--- src/rtl/module_top_gray_display.sv ---
`default_nettype none
// ============================================================================
// Module      : module_top_gray_display
// Description : Synchronises a 4-bit Gray-code switch bus and a digit-select
//               line, converts the code to binary 0..15, splits it into BCD
//               units/tens, and drives one registered 7-segment digit.
// Revision    : 1.0 - initial release
// ============================================================================
module module_top_gray_display #(
  parameter int SYNC_STAGES = 2  // legal values: 2 or 3
) (
  input  logic       clk,
  input  logic       rst,
  input  logic [3:0] gray_code,
  input  logic       show_decades,
  output logic [6:0] display_code
);

  // Each synchroniser stage carries {show_decades, gray_code} so both inputs
  // see identical delay and stay aligned.
  logic [SYNC_STAGES-1:0][4:0] sync_q;
  logic [SYNC_STAGES-1:0][4:0] sync_d;

  logic [6:0] display_q;
  logic [6:0] display_d;

  logic [3:0] gray_sync;
  logic       sel_tens;
  logic [3:0] bin_value;
  logic [3:0] units;
  logic [3:0] tens;
  logic [3:0] digit;

  // Synchroniser chain: stage 0 samples the raw pins, later stages shift.
  generate
    for (genvar i = 0; i < SYNC_STAGES; i++) begin : g_sync_stage
      if (i == 0) begin : g_first
        always_comb sync_d[i] = {show_decades, gray_code};
      end else begin : g_rest
        always_comb sync_d[i] = sync_q[i-1];
      end
    end
  endgenerate

  // Gray-to-binary on the last synchroniser stage, then BCD split and digit select.
  always_comb begin
    gray_sync    = sync_q[SYNC_STAGES-1][3:0];
    sel_tens     = sync_q[SYNC_STAGES-1][4];
    bin_value[3] = gray_sync[3];
    bin_value[2] = bin_value[3] ^ gray_sync[2];
    bin_value[1] = bin_value[2] ^ gray_sync[1];
    bin_value[0] = bin_value[1] ^ gray_sync[0];
    if (bin_value >= 4'd10) begin
      tens  = 4'd1;
      units = bin_value - 4'd10;
    end else begin
      tens  = 4'd0;
      units = bin_value;
    end
    digit = sel_tens ? tens : units;
  end

  // Seven-segment encoding, {g,f,e,d,c,b,a}; out-of-range digits blank.
  always_comb begin
    display_d = 7'h00;
    case (digit)
      4'd0:    display_d = 7'h3F;
      4'd1:    display_d = 7'h06;
      4'd2:    display_d = 7'h5B;
      4'd3:    display_d = 7'h4F;
      4'd4:    display_d = 7'h66;
      4'd5:    display_d = 7'h6D;
      4'd6:    display_d = 7'h7D;
      4'd7:    display_d = 7'h07;
      4'd8:    display_d = 7'h7F;
      4'd9:    display_d = 7'h6F;
      default: display_d = 7'h00;
    endcase
  end

  // State update: reset clears the synchronisers and blanks the display.
  always_ff @(posedge clk) begin
    if (rst) begin
      sync_q    <= '0;
      display_q <= 7'h00;
    end else begin
      sync_q    <= sync_d;
      display_q <= display_d;
    end
  end

  assign display_code = display_q;

endmodule
`default_nettype wire

--- config.mk ---
export PLATFORM = sky130hd
export DESIGN_NAME = module_top_gray_display
export DESIGN_NICKNAME = d
export VERILOG_FILES = /design/src/rtl/module_top_gray_display.sv
export SDC_FILE = /design/constraint.sdc
export NUM_CORES = 1
export LEC_CHECK = 0
export BUFFER_PORTS_ARGS = -buffer_cell sky130_fd_sc_hd__clkbuf_2
export CORE_MARGIN = 2
export CORE_UTILIZATION = 40
export DETAILED_ROUTE_END_ITERATION = 12
export GPL_TIMING_DRIVEN = 0
export PLACE_DENSITY = 0.65
export SYNTH_ARGS = -nofsm -noshare
export SYNTH_HDL_FRONTEND = slang
export SYNTH_SLANG_ARGS = --single-unit
--- constraint.sdc ---
create_clock -name clk -period 2.45 [get_ports clk]
set_clock_uncertainty 0.05 [all_clocks]
set_input_delay 0 -clock clk [delete_from_list [all_inputs] [get_ports clk]]
set_output_delay 0 -clock clk [all_outputs]
set_load 0.1 [all_outputs]
; Yosys cells after proc, flatten, opt, wreduce, memory -nomap -nowiden
; Memory sizes are Yosys's and may differ from the RTL's. A register that Yosys moved wholly into a read port is not among the register bits.
; Cells that the tools add are included.
[totals]
word_cells = 11
mem_bits_ro = 112
in_bits = 7
mem_count = 1
regBits = 10
[memory_table]
columns = memory, depth, word_bits, read_ports, rd_ports_with_merged_regs, wr, line_no
row1 = (name not given), 16, 7, 1, 1, 0, 66  ; case (digit)
[classes]
add_sub_neg = 1
mux = 3
n_bitwise = 3
order_cmp = 1
[op_table]
columns = operator, count
row1 = 4-bit two-way mux, 2
row2 = 4-bit >= comparator (second input constant), 1
row3 = 4-bit subtractor (second input constant), 1
row4 = 1-bit bitwise XOR, 3
row5 = 1-bit two-way mux, 1

; Depth between registers and ports, before layout
[logic_depth]
word_depth = 6
mapped_depth = 13

; Worst setup path before layout
; No wires, ideal clock.
[synth_timing]
path_type = reg-to-reg
start = register sync_q (netlist bit gray_sync[2])
end = register display_q[3] (netlist: display_code[3])
t_arrival_ps = 2424
stages_incl_launch_ff = 12
period_less_slack_ps = 2545
n_path_buf = 0
required_ps = 2330
slack_ps = -95
cell_sequence = dfxtp_1 -> inv_1 -> ha_1 -> xnor2_2 -> ha_1 -> a21oi_1 -> mux2_1 -> or2_1 -> ha_1 -> mux2i_1 -> nand2_1 -> a21oi_1
[synth_via]
elab_chain_cells = 6
[synth_rtl]
columns = element, line_no
row1 = "start, declared", 21  ; logic [SYNC_STAGES-1:0][4:0] sync_q;
row2 = "start signal, assigned", 87  ; sync_q <= sync_d;
row3 = 1-bit bitwise XOR *, 50  ; bin_value[2] = bin_value[3] ^ gray_sync[2];
row4 = 1-bit bitwise XOR, 51  ; bin_value[1] = bin_value[2] ^ gray_sync[1];
row5 = 1-bit bitwise XOR, 52  ; bin_value[0] = bin_value[1] ^ gray_sync[0];
row6 = 4-bit subtractor or 4-bit >= comparator (tied branches), "55, 53"
row7 = 4-bit two-way mux or 1-bit two-way mux (tied branches), 53  ; if (bin_value >= 4'd10) begin
row8 = 4-bit two-way mux *, 60  ; digit = sel_tens ? tens : units;
row9 = "end, declared", 24  ; logic [6:0] display_q;
; Every way passes the cells marked *; elsewhere a longest branch is shown, timed or not.
; A chain may end at the register's enable or synchronous reset.

; Worst setup path after layout
[layout_timing]
start = register sync_q (netlist bit gray_sync[2])
end = register display_q[4] (netlist: display_code[4])
; The elaborated chain is that of the path after synthesis.

==> metrics.txt <==
# TYPE chip_impl_metric gauge
chip_impl_metric{name="rows",unit=""} 16
chip_impl_metric{name="fillers",unit=""} 187
chip_impl_metric{name="num_antenna_cells",unit=""} 0
chip_impl_info{name="synth.area.top_cells",value="sky130_fd_sc_hd__dfxtp_1, sky130_fd_sc_hd__ha_1, sky130_fd_sc_hd__nor2b_1, sky130_fd_sc_hd__a21oi_1, sky130_fd_sc_hd__mux2i_1"} 1
chip_impl_info{name="critical_path_cell_by_cell",value="inv_1, ha_4, xnor2_4, ha_4, a21oi_2, mux2_4, or2_4, inv_4, ha_1, inv_1, nor2_1, o21ai_1, a21oi_1"} 1
chip_impl_info{name="unrepaired_setup_endpoints_after_global_routing",value="yes"} 1
chip_impl_info{name="min_path_type",value="in -> reg"} 1
chip_impl_metric{name="timing.final.crit_share",unit="%"} 95.6
chip_impl_metric{name="place.port_buffers",unit=""} 12
chip_impl_metric{name="tightest_slew",unit="ns"} 0.541
chip_impl_metric{name="tritoncts.num_buffers",unit=""} 3
chip_impl_metric{name="first_pass_iters",unit=""} 4
chip_impl_metric{name="finish.utilization",unit="%"} 56.4
chip_impl_metric{name="critical_path_buf_inv_count",unit=""} 3
chip_impl_metric{name="fp.dieArea",unit="mm²"} 0.00249
chip_impl_metric{name="coreArea",unit="mm²"} 0.00198
chip_impl_metric{name="worst-endpoint-required",unit="ns"} 2.61
chip_impl_metric{name="crit_arrival",unit="ns"} 2.51
chip_impl_metric{name="power_density_over_cell_area",unit="mW/mm²"} 660
chip_impl_metric{name="grt_max_degree",unit=""} 11
chip_impl_metric{name="synth-seq-cells",unit=""} 17
chip_impl_metric{name="vdd_drop_max",unit="µV"} 413
chip_impl_metric{name="gp_congestion",unit=""} 0.766
chip_impl_info{name="critPathCaptureType",value="flop"} 1
chip_impl_info{name="synthDominantAreaCellType",value="sky130_fd_sc_hd__dfxtp_1"} 1
chip_impl_metric{name="dieWidth",unit="µm"} 49.9
chip_impl_metric{name="grt_pass1_wl",unit="µm"} 2390
chip_impl_metric{name="max_cap_violations",unit=""} 0
chip_impl_metric{name="max-clock-path-buffers",unit=""} 2
chip_impl_metric{name="postSynthAreaPerCell",unit="µm²"} 9.58
chip_impl_metric{name="clock_sink_count",unit=""} 17
chip_impl_info{name="cts_tree",value="yes"} 1
chip_impl_metric{name="postRouteAntennaNets",unit=""} 0
chip_impl_metric{name="slew_headroom",unit="%"} 64.1
chip_impl_metric{name="post-dp-hpwl",unit="µm"} 979
chip_impl_metric{name="seqCellArea",unit="µm²"} 343
chip_impl_metric{name="synth.lib_cells_used.distinct",unit=""} 27
chip_impl_metric{name="floorplan.io_pins",unit=""} 14
chip_impl_metric{name="syn_inst",unit=""} 88
chip_impl_metric{name="die_h",unit="µm"} 49.9
chip_impl_metric{name="area_used_by_multi_input_combinational_logic",unit="µm²"} 539
chip_impl_metric{name="achievable-frequency",unit="MHz"} 427
chip_impl_metric{name="grt-ovfl-total",unit=""} 0
chip_impl_metric{name="drt_iter0_markers",unit=""} 7
chip_impl_metric{name="detail_route.vias_per_cell",unit=""} 4.49
chip_impl_info{name="cts-root-buf",value="sky130_fd_sc_hd__clkbuf_4"} 1
chip_impl_metric{name="avgRoutedWirePerCell",unit="µm"} 10.5
chip_impl_metric{name="timing.final.hold_violations",unit=""} 0
chip_impl_metric{name="number_of_antenna_violations_at_the_first_check_in_global_routing",unit=""} 0
chip_impl_metric{name="synthesis.nets",unit=""} 104
chip_impl_metric{name="post-route-min-period",unit="ns"} 2.34
chip_impl_metric{name="finalSetupViolations",unit=""} 0
chip_impl_info{name="worstSetupPathType",value="reg -> reg"} 1
chip_impl_metric{name="worst_path_largest_cell_delay",unit="ns"} 0.35
chip_impl_metric{name="nNetsFinal",unit=""} 130
chip_impl_metric{name="via_count",unit=""} 629
chip_impl_metric{name="initial_utilization",unit="%"} 42.6
chip_impl_metric{name="layout-drive-gt1-share",unit="%"} 32.7
chip_impl_metric{name="area_growth_syn_to_layout",unit="%"} 32.5
chip_impl_metric{name="yosysWarnings",unit=""} 0
chip_impl_metric{name="first_global_vias",unit=""} 574
chip_impl_metric{name="totalWireLength",unit="µm"} 1460
chip_impl_metric{name="drc",unit=""} 0
chip_impl_metric{name="timing.critical_path.fanout_max",unit=""} 5
chip_impl_metric{name="synth.cell_area",unit="µm²"} 843
chip_impl_metric{name="grtUsageTotal",unit="%"} 12.3
chip_impl_metric{name="synth.top_cell.area_share",unit="%"} 40.4
chip_impl_metric{name="synth-seq-area-share",unit="%"} 40.4
chip_impl_metric{name="clock_insertion_delay_worst_skew",unit="ns"} 0.28
chip_impl_info{name="startpoint_type",value="flop"} 1
chip_impl_metric{name="p_leak",unit="nW"} 0.518
chip_impl_metric{name="timing.final.max_slew_violations",unit=""} 0
chip_impl_info{name="timing.critical_path.slowest_stage_cell",value="sky130_fd_sc_hd__dfxtp_2"} 1
chip_impl_metric{name="cts_max_level",unit=""} 1
chip_impl_info{name="run_status",value="finished clean"} 1
chip_impl_metric{name="post-layout-total-power",unit="mW"} 0.737
chip_impl_info{name="crit_family",value="adder cells"} 1
chip_impl_metric{name="clk_pin_slew",unit="ns"} 0.10
layer usage:
| metal | share of wire [%] | track usage, % |
|---|---|---|
| met1 | 49 | 15.7 |
| met5 | 0 | 0 |
| met3 | 2.3 | 1.82 |
| met4 | 1.2 | 4.17 |
| met2 | 47 | 21.1 |
report_power, final:
group | switching (mW) | internal (mW) | leakage [nW]
Sequential | 0.00901 | 0.300 | 0.142
Combinational | 0.193 | 0.0913 | 0.359
Clock | 0.0833 | 0.0605 | 0.0177
cell usage in the layout, fill, tap and decap left out, types with 2 or more instances in the layout:
master                           n
sky130_fd_sc_hd__clkbuf_2       12
sky130_fd_sc_hd__a21oi_1         6
sky130_fd_sc_hd__nand3_1         2
sky130_fd_sc_hd__mux2i_1         4
sky130_fd_sc_hd__a21oi_2         2
sky130_fd_sc_hd__o21ai_1         3
sky130_fd_sc_hd__nor2b_1        11
sky130_fd_sc_hd__clkbuf_4        3
sky130_fd_sc_hd__nand2_1         6
sky130_fd_sc_hd__dlygate4sd3_1   5
sky130_fd_sc_hd__buf_4           4
sky130_fd_sc_hd__ha_1            6
sky130_fd_sc_hd__clkbuf_1        2
sky130_fd_sc_hd__dfxtp_2         2
sky130_fd_sc_hd__nand2b_1        3
sky130_fd_sc_hd__inv_1           4
sky130_fd_sc_hd__ha_4            3
sky130_fd_sc_hd__nor2_1          4
sky130_fd_sc_hd__dfxtp_1        15
final cells by class:
class / count / share of cell area (%)
multi-input combinational: 63 / 48.3
clock inverter: 1 / 0.448
clock buffer: 3 / 2.02
timing repair buffer: 21 / 12.5
buffer: 3 / 1.12
inverter: 5 / 1.90
tap: 27 / 3.02
sequential: 17 / 30.7
path summary, 6_finish.rpt:
| check | start | to | slack (ns) | cells after the start |
|---|---|---|---|---|
| worst max-delay path | gray_sync[2] | display_code[4] | 0.11 | 13 |
| worst min-delay path | rst | gray_sync[2] | 0.03 | 2 |
| worst max register to register | gray_sync[2] | display_code[4] | 0.11 | 13 |
| worst min register to register | sync_d[7] | gray_sync[2] | 0.39 | 1 |
kinds of logic (layout without fill, tap and decap cells):
kind of cell / after synthesis / count (layout) / share of synthesized area, %
AO/OA/AOI/OAI: 14 / 14 / 11.1
XOR/XNOR: 1 / 1 / 1.93
adder cells (fa/ha/maj): 9 / 9 / 13.4
buffers and inverters: 8 / 33 / 3.56
flip-flops: 17 / 17 / 40.4
multiplexers: 6 / 6 / 7.71
AND/OR/NAND/NOR: 33 / 33 / 22.0
through the flow:
stage               instance area (µm²)  instances  hold slack, ns  TNS [ns]  setup WS [ns]
CTS                                1060        137          0.0335         0         0.0151
detailed placement                  963        127           0.164    -0.729         -0.175
floorplan                           870         88          0.0782         0         0.0174
finish                             1120        140          0.0264         0          0.107
global route                       1120        140          0.0666   -0.0396        -0.0306
global placement                    963        127           0.157    -0.516         -0.122
synth_stat cells, drive strengths merged:
library cell / instances
a21oi: 8
and2: 1
clkbuf: 3
dfxtp: 17
ha: 9
inv: 5
mux2: 1
mux2i: 5
nand2: 6
nand2b: 3
nand3: 2
nand4b: 1
nor2: 4
nor2b: 11
nor3: 1
o211a: 1
o21a: 1
o21ai: 3
o31ai: 1
or2: 2
or2b: 1
or4b: 1
xnor2: 1
registers in the layout (all words and copies together) (netlist names):
register	cells
bin_value	1
display_code	7
gray_sync	3
sel_tens	1
sync_d	5
repair_timing:
item	CTS	global route
setup buffers	1	3
endpoints found under the setup margin	7	6
pin swaps	2	9
resized for setup	5	9
hold endpoints to repair	5	0
hold buffers	5	0
Power figures use the tool's default switching activity.
